<file path="src/rtl/muldiv_pkg.sv">
// Shared definitions for the iterative multiply/divide unit: op encodings,
// FSM state type and the iteration counter width helper.
package muldiv_pkg;

   localparam int unsigned MULDIV_WIDTH = 32;

   // op field encodings from the EX stage
   localparam logic [1:0] MULDIV_MULT  = 2'b00;
   localparam logic [1:0] MULDIV_MULTU = 2'b01;
   localparam logic [1:0] MULDIV_DIV   = 2'b10;
   localparam logic [1:0] MULDIV_DIVU  = 2'b11;

   typedef enum logic [1:0] {
      ST_IDLE  = 2'd0,
      ST_CALC  = 2'd1,
      ST_FIXUP = 2'd2
   } state_e;

   // Counter must be able to represent 0..w
   function automatic int unsigned muldiv_cnt_w(input int unsigned w);
      return $clog2(w + 1);
   endfunction

endpackage

</file>
<file path="src/rtl/muldiv_step.sv">
// Single iteration of the multiply/divide datapath (purely combinational).
// Ports:
//   i_is_div  1       select compare-subtract-shift (1) or add-shift (0)
//   i_acc     2*W     current accumulator {upper, lower}
//   i_opnd    W       multiplicand (mul) or divisor (div) magnitude
//   o_acc     2*W     accumulator after one iteration
module muldiv_step
   import muldiv_pkg::*;
#(
   parameter int unsigned WIDTH = MULDIV_WIDTH
) (
   input  logic                 i_is_div,
   input  logic [2*WIDTH-1:0]   i_acc,
   input  logic [WIDTH-1:0]     i_opnd,
   output logic [2*WIDTH-1:0]   o_acc
);

   logic [WIDTH:0] w_sum;
   logic [WIDTH:0] w_diff;

   // Multiply: conditionally add multiplicand to upper half, then shift right
   // with the carry. Divide: shift {rem, dividend} left one bit and subtract
   // the divisor from the (WIDTH+1)-bit partial remainder when it fits.
   always_comb begin
      w_sum  = {1'b0, i_acc[2*WIDTH-1:WIDTH]} + (i_acc[0] ? {1'b0, i_opnd} : '0);
      w_diff = i_acc[2*WIDTH-1:WIDTH-1] - {1'b0, i_opnd};
      if (!i_is_div) begin
         o_acc = {w_sum, i_acc[WIDTH-1:1]};
      end else if (!w_diff[WIDTH]) begin
         o_acc = {w_diff[WIDTH-1:0], i_acc[WIDTH-2:0], 1'b1};
      end else begin
         o_acc = {i_acc[2*WIDTH-2:0], 1'b0};
      end
   end

endmodule

</file>
<file path="src/rtl/muldiv_unit.sv">
// Iterative mult/multu/div/divu unit with HI/LO registers for the EX stage.
// Ports:
//   clk, rst          clock, synchronous active-high reset
//   start, op         accept an operation (op: mult/multu/div/divu)
//   rs_val, rt_val    multiplicand/dividend, multiplier/divisor
//   mthi, mtlo, wdata direct HI/LO writes when idle
//   busy              start OR unit occupied (combinational, to hazard unit)
//   done              one-cycle pulse when HI/LO hold a new result
//   hi, lo            HI/LO registers
//   div_by_zero       last divide had a zero divisor; cleared on next start
module muldiv_unit
   import muldiv_pkg::*;
#(
   parameter int unsigned WIDTH = MULDIV_WIDTH
) (
   input  logic              clk,
   input  logic              rst,
   input  logic              start,
   input  logic [1:0]        op,
   input  logic [WIDTH-1:0]  rs_val,
   input  logic [WIDTH-1:0]  rt_val,
   input  logic              mthi,
   input  logic              mtlo,
   input  logic [WIDTH-1:0]  wdata,
   output logic              busy,
   output logic              done,
   output logic [WIDTH-1:0]  hi,
   output logic [WIDTH-1:0]  lo,
   output logic              div_by_zero
);

   localparam int unsigned CNT_W = muldiv_cnt_w(WIDTH);

   state_e             r_state;
   state_e             w_next;
   logic [CNT_W-1:0]   r_cnt;
   logic [2*WIDTH-1:0] r_acc;
   logic [2*WIDTH-1:0] w_step_acc;
   logic [2*WIDTH-1:0] w_prod;
   logic [WIDTH-1:0]   r_opnd;
   logic [WIDTH-1:0]   w_rs_mag;
   logic [WIDTH-1:0]   w_rt_mag;
   logic [WIDTH-1:0]   w_quo;
   logic [WIDTH-1:0]   w_rem;
   logic               r_is_div;
   logic               r_neg_res;
   logic               r_neg_rem;
   logic               r_dbz_pend;
   logic               w_is_div;
   logic               w_is_signed;
   logic               w_accept;
   logic               w_wb;
   logic [WIDTH-1:0]   r_hi;
   logic [WIDTH-1:0]   r_lo;
   logic               r_done;
   logic               r_dbz;

   // Operand decode and two's-complement magnitudes for signed ops
   always_comb begin
      w_is_div    = !((op == MULDIV_MULT) || (op == MULDIV_MULTU));
      w_is_signed = (op == MULDIV_MULT) || (op == MULDIV_DIV);
      w_rs_mag    = (w_is_signed && rs_val[WIDTH-1]) ? (~rs_val + WIDTH'(1)) : rs_val;
      w_rt_mag    = (w_is_signed && rt_val[WIDTH-1]) ? (~rt_val + WIDTH'(1)) : rt_val;
   end

   // Next-state logic
   always_comb begin
      w_next   = r_state;
      w_accept = 1'b0;
      w_wb     = 1'b0;
      case (r_state)
         ST_IDLE: begin
            if (start) begin
               w_accept = 1'b1;
               w_next   = ST_CALC;
            end
         end
         ST_CALC: begin
            if (r_cnt == CNT_W'(WIDTH - 1)) begin
               w_next = ST_FIXUP;
            end
         end
         ST_FIXUP: begin
            w_wb   = 1'b1;
            w_next = ST_IDLE;
         end
         default: w_next = ST_IDLE;
      endcase
   end

   // State register
   always_ff @(posedge clk) begin
      if (rst) begin
         r_state <= ST_IDLE;
      end else begin
         r_state <= w_next;
      end
   end

   muldiv_step #(.WIDTH(WIDTH)) u_step (
      .i_is_div (r_is_div),
      .i_acc    (r_acc),
      .i_opnd   (r_opnd),
      .o_acc    (w_step_acc)
   );

   // Iteration datapath: operand capture on accept, one step per CALC cycle
   always_ff @(posedge clk) begin
      if (rst) begin
         r_cnt      <= '0;
         r_acc      <= '0;
         r_opnd     <= '0;
         r_is_div   <= 1'b0;
         r_neg_res  <= 1'b0;
         r_neg_rem  <= 1'b0;
         r_dbz_pend <= 1'b0;
      end else if (w_accept) begin
         r_cnt      <= '0;
         r_is_div   <= w_is_div;
         r_acc      <= {WIDTH'(0), (w_is_div ? w_rs_mag : w_rt_mag)};
         r_opnd     <= w_is_div ? w_rt_mag : w_rs_mag;
         r_neg_res  <= w_is_signed && (rs_val[WIDTH-1] ^ rt_val[WIDTH-1]);
         r_neg_rem  <= w_is_signed && w_is_div && rs_val[WIDTH-1];
         r_dbz_pend <= w_is_div && (rt_val == '0);
      end else if (r_state == ST_CALC) begin
         r_acc <= w_step_acc;
         r_cnt <= r_cnt + CNT_W'(1);
      end
   end

   // Sign fix-up of the magnitude result. A zero divisor leaves the dividend
   // magnitude in the remainder, so restoring its sign returns rs_val intact.
   always_comb begin
      w_prod = r_neg_res ? (~r_acc + (2*WIDTH)'(1)) : r_acc;
      w_quo  = r_neg_res ? (~r_acc[WIDTH-1:0] + WIDTH'(1)) : r_acc[WIDTH-1:0];
      w_rem  = r_neg_rem ? (~r_acc[2*WIDTH-1:WIDTH] + WIDTH'(1)) : r_acc[2*WIDTH-1:WIDTH];
   end

   // HI/LO, done and div_by_zero registers
   always_ff @(posedge clk) begin
      if (rst) begin
         r_hi   <= '0;
         r_lo   <= '0;
         r_done <= 1'b0;
         r_dbz  <= 1'b0;
      end else begin
         r_done <= 1'b0;
         if (w_wb) begin
            r_done <= 1'b1;
            if (r_is_div) begin
               r_hi  <= w_rem;
               r_lo  <= r_dbz_pend ? '1 : w_quo;
               r_dbz <= r_dbz_pend;
            end else begin
               r_hi  <= w_prod[2*WIDTH-1:WIDTH];
               r_lo  <= w_prod[WIDTH-1:0];
               r_dbz <= 1'b0;
            end
         end else if (w_accept) begin
            r_dbz <= 1'b0;
         end else if (r_state == ST_IDLE) begin
            if (mthi) r_hi <= wdata;
            if (mtlo) r_lo <= wdata;
         end
      end
   end

   assign busy        = start || (r_state != ST_IDLE);
   assign done        = r_done;
   assign hi          = r_hi;
   assign lo          = r_lo;
   assign div_by_zero = r_dbz;

endmodule

</file>
<file path="config.mk">
export PLATFORM = sky130hd
export DESIGN_NAME = muldiv_unit
export DESIGN_NICKNAME = d
export VERILOG_FILES = /design/src/rtl/muldiv_pkg.sv /design/src/rtl/muldiv_step.sv /design/src/rtl/muldiv_unit.sv
export SDC_FILE = /design/constraint.sdc
export NUM_CORES = 1
export LEC_CHECK = 0
export CORE_AREA = 5 5 167 249
export DETAILED_ROUTE_END_ITERATION = 10
export DIE_AREA = 0 0 172 254
export GPL_ROUTABILITY_DRIVEN = 0
export PLACE_DENSITY = 0.59
export SLEW_MARGIN = 25
export SYNTH_ARGS = -nofsm -noshare
export SYNTH_HDL_FRONTEND = slang
export SYNTH_HIERARCHICAL = 1
export SYNTH_SLANG_ARGS = --single-unit
</file>
<file path="constraint.sdc">
create_clock -name clk -period 6.3 [get_ports clk]
set_clock_uncertainty 0.2 [all_clocks]
set_input_delay 1.575 -clock clk [delete_from_list [all_inputs] [get_ports clk]]
set_output_delay 1.575 -clock clk [all_outputs]
set_load 0.02 [all_outputs]
</file>
Word level (Yosys, flattened, before mapping). Index checks and enable logic that the tools add are counted.

Logic and storage cells: 91. Bits in read-only memories: 0. Bits in writable memories: 0. Latch bits: 0. Memories: 0. Flip-flop bits (word level): 174.

Bitwise logic cells: 6. Eq/ne operators: 8. Muxes and demuxes: 33. Add/subtract/negate cells: 8. Shifts and indexed selects: 0. Magnitude comparators: 0. Divide/modulo/power cells: 0. Reduce and logical (&&, ||, !) cells: 23. $mul: 0.

Operators by type and width (number): $mux W32 (20); $mux W64 (3); $add A32 B1 Y32 const B (4); $not A32 Y32 (4); $add A64 B1 Y64 const B (1); $not A64 Y64 (1); $add A32 B32 Y33 (1); $sub A33 B32 Y33 (1); $logic_not A32 Y1 (1); $reduce_bool A2 Y1 (6); $mux W1 (7); $add A6 B1 Y6 const B (1); $eq A6 B5 Y1 const B (1); $logic_and A1 B1 Y1 (6); $reduce_and A3 Y1 (2); $eq A2 B1 Y1 const B (2); $eq A2 B2 Y1 const B (2); $logic_not A2 Y1 (2); $mux W2 (2); $ne A2 B2 Y1 const B (2); $pmux W2 S2 (1); $logic_or A1 B1 Y1 (3); $ne A2 B1 Y1 const B (1); $reduce_and A2 Y1 (1); other kinds (3) (3).

Longest topological paths before layout. Gate-level depths: netlist of the first run.

Word-level depth: 6. Depth in mapped cells: 16. Gate-level depth less buffers: 14.

Hierarchy. The synthesis of the first run kept the hierarchy.

Modules (own cells, without submodules): muldiv_unit (sequential area each 3483.3 um2, cells each 1373, area each 10575.1 um2, instances 1); muldiv_step (sequential area each 0.0 um2, cells each 688, area each 4820.9 um2, instances 1).

Worst setup path before layout of the first run. Ideal clock, no wire load.

Path kind: input to output. Start: input port start. End: output port busy. Stages on the path: 1. Slack: 2547 ps. Path buffers: 0. Arrival time: 1978 ps. Required time: 4525 ps. Cells stage by stage: or3_1.

Word-level cells in the longest chain between the ends: 1.

RTL lines: start, declared (line muldiv_unit.sv:18) `input logic start,`; $logic_or A1 B1 Y1 (line muldiv_unit.sv:168) `assign busy = start || (r_state != ST_IDLE);`; end, declared (line muldiv_unit.sv:25) `output logic busy,`.

No other way between the ends.

Worst setup path after layout of the first run. Same ends and word-level chain as after synthesis.

==> reports/results.ini, run 1 <==
[status]
status=finished clean

[clock_network]
cts_tree=done
clock_sinks=174
cts_buffers=17
clk_latency_ns=0.46
htreeDepth=4
postCtsSetupRepairBufs=0
clk_pin_slew_ns=0.07
ctsResizeCount=0
cts_hold_buf=0
cts_buffer_depth=2
cts_root_buf=clkbuf_16

[sta]
setup_slack_ns=1.56
finalSetupTns_ns=0
hold_viol=0
fin_crit_sh_pct=75.3
finalCriticalPeriod_ns=4.74
tightest_slew_ns=1.09
setup_viol=0
slew_violations=0
slew_headroom_pct=25.5
holdWs_ns=0.285
rsz0062_at_grt=false
fmax_ghz=0.211

[synth]
synthesis.nets=2235
synth_top_area_share_pct=22.6
synthFlopType=dfxtp_1
synthTopCellsByArea=dfxtp_1, a21oi_1, ha_1
synth_most_common_cell=nand2_1
ys.warnings.count=6
yosys-top-cells-count=nand2_1, a21oi_1, dfxtp_1
ys_seq_area_share_pct=22.6
syn_area_sq_um=15400
synthArstFlopShare_pct=0
synth_cells=2061
syn_avg_cell_area_sq_um=7.47
synth_edf_count=0
yosysTopAreaCell=dfxtp_1
yosysUniqueCellTypes=92
synth-seq-cells=174

[global_route]
antenna_found_initial=0
grt_pass1_vias=15991
grt_max_degree=68
grt_pass1_wl_microns=92400
grt.total_usage_pct=27.1
grtUsageMet3_pct=2.71
grt.overflow.total=0
grt_util_met1_pct=31.0
grt_busiest_layer=met2
use_met2_pct=47.8

[worst_setup_path]
start_kind=input port
critPathMaxFanout=7
crit_path_frequent_cell=clkdlybuf4s50_1
regToRegStartpoint=r_acc[31]
reg2reg_depth=16
crit_path_cell_trace=clkdlybuf4s50_1, or3_1, clkdlybuf4s50_1
crit_slowest_cell=clkdlybuf4s50_1
crit_start=start
rr_endpoint=r_acc[57]
r2r_setup_slack_ns=2.06
critPathRequiredTime_ns=4.53
worstSetupPathType=input port to output pin
arrival_ns=2.97
cp-end-kind=output pin
max_stage_delay_ns=0.54

[final_layout]
areaGrowthSynthToFinish_pct=17.0
stdcell_count=2654
design_area_sq_um=18000
drive_gt1_share_pct=7.29
nets=2315
insertedDiodeCount=0

[placed_design]
place_inst=2621
io_buffers=169
place_area_sq_um=17400
dp_hpwl_microns=46900
pre_cts_ws_ns=1.56

[routing]
wl_microns=61100
post-route-drc-count=0
drtIter0Drc=1480
vias=16439
wl_per_cell_microns=23.0
drt_first_pass_iters=6
ant_nets=0
vias_per_cell=6.19

[pwr]
peakVddDrop_mv=0.200
leakage_nw=6.78
power.density_nw_per_um2=204

[floorplanning]
ios=170
num_rows=89
dieArea_sq_um=43700
start_util_pct=39.3
dieWidth_microns=172
core_sq_um=39200
die_y_microns=254

[worst_hold_path]
min_to=hi[5]
hold_path_class=flip-flop to flip-flop
min-delay-start=hi[5]
min_path_cells=2

[run]
drv_cap=0

## worst max-delay path by stage
stage / slack (ns) / cells after the start / end
2_1_floorplan: 2.55 / 1 / busy
3_3_place_gp: 1.59 / 3 / busy
3_5_place_dp: 1.56 / 3 / busy
4_1_cts: 1.56 / 3 / busy
5_1_grt: 1.45 / 3 / busy
6_report: 1.56 / 3 / busy
## final cells by class
class	instances	area, sq um
fill	3976	21200
multi-input combinational	1689	11100
sequential	174	3490
timing repair buffer	193	1900
tap	500	626
clock buffer	17	425
inverter	66	248
clock inverter	15	196
## cells in the final DEF (no fill, tap or decap), types with 26 or more instances in the layout
cell type and count:
o221ai_1 39, nand3_1 43, nor3_1 51, inv_1 64
dfxtp_1 173, xor2_1 84, ha_1 69, nand2_1 228
xnor2_1 82, clkdlybuf4s50_1 168, and2_1 39, nor2_1 159
a21oi_1 179, a21o_1 38, a211oi_1 33, o21ai_0 118
mux2_2 34, o31ai_1 37, nand4_1 26, or3_1 33
## layer usage
metal / wire length (microns) / vias up
met5: 0 / -
met4: 4380 / 0
met3: 3230 / 196
met2: 30300 / 711
met1: 23200 / 7753
li1: - / 7779
## critical path, delay by kind of cell
| family | cells | cell delay, ns |
|---|---|---|
| simple gates | 1 | 0.34 |
| buf+inv | 2 | 1.06 |
## per-stage QoR
stage               utilization [%]  power, mW
global route                   46.0       3.84
CTS                            45.9       3.67
finish                         46.0       3.68
global placement               44.3       2.50
detailed placement             44.3       2.52
floorplan                         -       2.09
## registers in the layout, summed over array words and instances, names as in the netlist
| name | count |
|---|---|
| r_opnd | 32 |
| r_cnt | 6 |
| r_neg_res | 1 |
| r_acc | 64 |
| div_by_zero | 1 |
| r_dbz_pend | 1 |
| r_state | 2 |
| r_is_div | 1 |
| lo | 32 |
| r_neg_rem | 1 |
| hi | 32 |
| done | 1 |
## report_power, final
group          switching, mW  internal (mW)  total (mW)
combinational          0.714          0.500        1.21
clock                  0.547          0.609        1.16
sequential             0.134           1.17        1.31
## cells by family after synthesis
group | Yosys count | synth area share (%)
buffers and inverters | 198 | 5.34
xor gates and xnor gates | 166 | 9.44
muxes | 59 | 4.12
and+or+nand+nor | 708 | 22.5
adders and majority gates | 71 | 5.87
AOI/OAI and AO/OA | 685 | 30.1
DFF | 174 | 22.6
Note: power is estimated with default switching activity, not from simulation.
==> run 2: changes to the inputs <==
--- a/config.mk
+++ b/config.mk
@@ -9,7 +9,7 @@
 export DETAILED_ROUTE_END_ITERATION = 10
 export DIE_AREA = 0 0 172 254
 export GPL_ROUTABILITY_DRIVEN = 0
-export PLACE_DENSITY = 0.59
+export PLACE_DENSITY = 0.62
 export SLEW_MARGIN = 25
 export SYNTH_ARGS = -nofsm -noshare
 export SYNTH_HDL_FRONTEND = slang
==> constraint.sdc (replaced) <==
create_clock -name clk -period 4.1 [get_ports clk]
set_clock_uncertainty 0.2 [all_clocks]
set_input_delay 1.025 -clock clk [delete_from_list [all_inputs] [get_ports clk]]
set_output_delay 1.025 -clock clk [all_outputs]
set_load 0.02 [all_outputs]
==> run 2 against run 1 <==
Cell count increased by 2.5%; sequential power is 51% higher; hold slack got worse by 0.00055 ns; via count rose by 2.6%; routed wire length is essentially flat; first-iteration DRC count rose by 9.7%; flip-flop and latch count stayed put; die area stayed put; utilization rose by 1.1 points; critical path type is now flip-flop to flip-flop.
==> reports/results.ini, run 2 (synthesized netlist as in run 1, its figures left out) <==
[status]
status=finished clean

[worst_setup_path]
regToRegStartpoint=r_acc[0]
worstSetupPathType=flip-flop to flip-flop
crit_path_cell_trace=buf_4, and2_1, ha_1, a21oi_1, o21ai_0, and3_1, a2111oi_2, nor3_1, o41ai_2, nor2_1, a2111oi_0, a21oi_1, nand2_1, a21oi_1
critPathMaxFanout=30
cp-end-kind=flip-flop
cp_num_buf_inv=1
r2r_setup_slack_ns=0.36
rr_endpoint=r_acc[63]
critPathRequiredTime_ns=4.26
crit_start=r_acc[0]
max_stage_delay_ns=0.41
crit_path_frequent_cell=a21oi_1
critPathTopFamily=compound AO/OA/AOI/OAI gates
crit_slowest_cell=a2111oi_2
arrival_ns=3.90
start_kind=flip-flop
reg2reg_depth=14

[clock_network]
clock_sinks=174
cts_hold_buf=0
postCtsSetupRepairBufs=0
htreeDepth=4
cts_root_buf=clkbuf_16
ctsResizeCount=0
clk_latency_ns=0.47
cts_buffer_depth=2
cts_buffers=17
clk_pin_slew_ns=0.08
cts_tree=done

[pwr]
leakage_nw=7.09
peakVddDrop_mv=0.283
total_power_mw=5.60
power.density_nw_per_um2=304

[worst_hold_path]
min_to=r_cnt[1]
min_path_cells=2
hold_path_class=flip-flop to flip-flop
min-delay-start=r_cnt[1]

[final_layout]
fill_cells=3945
nets=2381
layout_common_cells=nand2_1, a21oi_1, dfxtp_1
largest_register=r_acc
areaGrowthSynthToFinish_pct=19.9
final_common_cell=nand2_1
largest_register_ffs=64
drive_gt1_share_pct=9.82

[sta]
slew_violations=0
fmax_ghz=0.267
hold_viol=0
tightest_slew_ns=1.01
fin_crit_sh_pct=91.2
finalSetupTns_ns=0
setup_viol=0
finalCriticalPeriod_ns=3.74
slew_headroom_pct=32.9
rsz0062_at_grt=false

[routing]
vias=16870
drtIter0Drc=1623
drt_first_pass_iters=6
vias_per_cell=6.20
ant_nets=0
wl_per_cell_microns=22.4
wl_microns=61000
post-route-drc-count=0

[floorplanning]
num_rows=89
start_util_pct=39.3
ios=170
core_sq_um=39200
dieWidth_microns=172
dieArea_sq_um=43700
die_y_microns=254

[global_route]
grt_pass1_wl_microns=91800
grt_max_degree=63
antenna_found_initial=2
grt.overflow.total=0
grt.total_usage_pct=26.9
grt_pass1_vias=15946

[run]
drv_cap=0

[placed_design]
io_buffers=169
dp_hpwl_microns=47700

## run 2: cell count changes in the layout (fill, tap and decap cells not counted), sizes merged
cell	change
buf	+66
bufinv	-2
inv	+2
diode	+1
## run 2: cell type report
cell class	instances	area, sq um	share of cell area [%]
multi-input combinational	1689	11100	60.2
clock buffer	17	425	2.31
timing repair buffer	259	2390	12.9
inverter	66	248	1.34
tap	500	626	3.39
sequential	174	3490	18.9
antenna	1	2.50	0.0136
clock inverter	15	164	0.888
## run 2: per-stage QoR
stage          setup slack (ns)  util, %  hold slack [ns]  area (sq um)  instances
2_1_floorplan             0.669        -            0.227         15400       2061
3_3_place_gp              0.314     45.6            0.262         17900       2688
3_5_place_dp              0.283     45.6            0.271         17900       2688
4_1_cts                   0.376     47.1            0.282         18500       2720
5_1_grt                   0.133     47.1            0.308         18500       2720
6_report                  0.360     47.1            0.284         18500       2721
## run 2: power by group
group,internal [mW],switching [mW],total [mW]
Combinational,0.805,1.14,1.95
Clock,0.823,0.851,1.67
Sequential,1.80,0.179,1.98
Total,3.43,2.17,5.60
## run 2: worst max-delay path by stage
stage / to / cells after the start
after floorplan: r_acc[63] / 15
after global placement: r_opnd[31] / 7
after detailed placement: r_opnd[31] / 7
after CTS: r_acc[63] / 14
after global routing: r_acc[63] / 14
final: r_acc[63] / 14
## run 2: per-layer routing
metal,up-vias,GRT usage (%),routed length (microns)
li1,7945,-,-
met1,7879,31.3,23200
met2,822,45.1,29000
met3,222,3.35,3790
met4,2,19.3,5010
met5,-,0,13
## run 2: worst register-to-register path, stage by stage (launching register included)
cell	delay, ns
dfxtp_1	0.38
buf_4	0.29
and2_1	0.25
ha_1	0.32
a21oi_1	0.17
o21ai_0	0.16
and3_1	0.28
a2111oi_2	0.41
nor3_1	0.16
o41ai_2	0.31
nor2_1	0.10
a2111oi_0	0.39
a21oi_1	0.08
nand2_1	0.09
a21oi_1	0.06
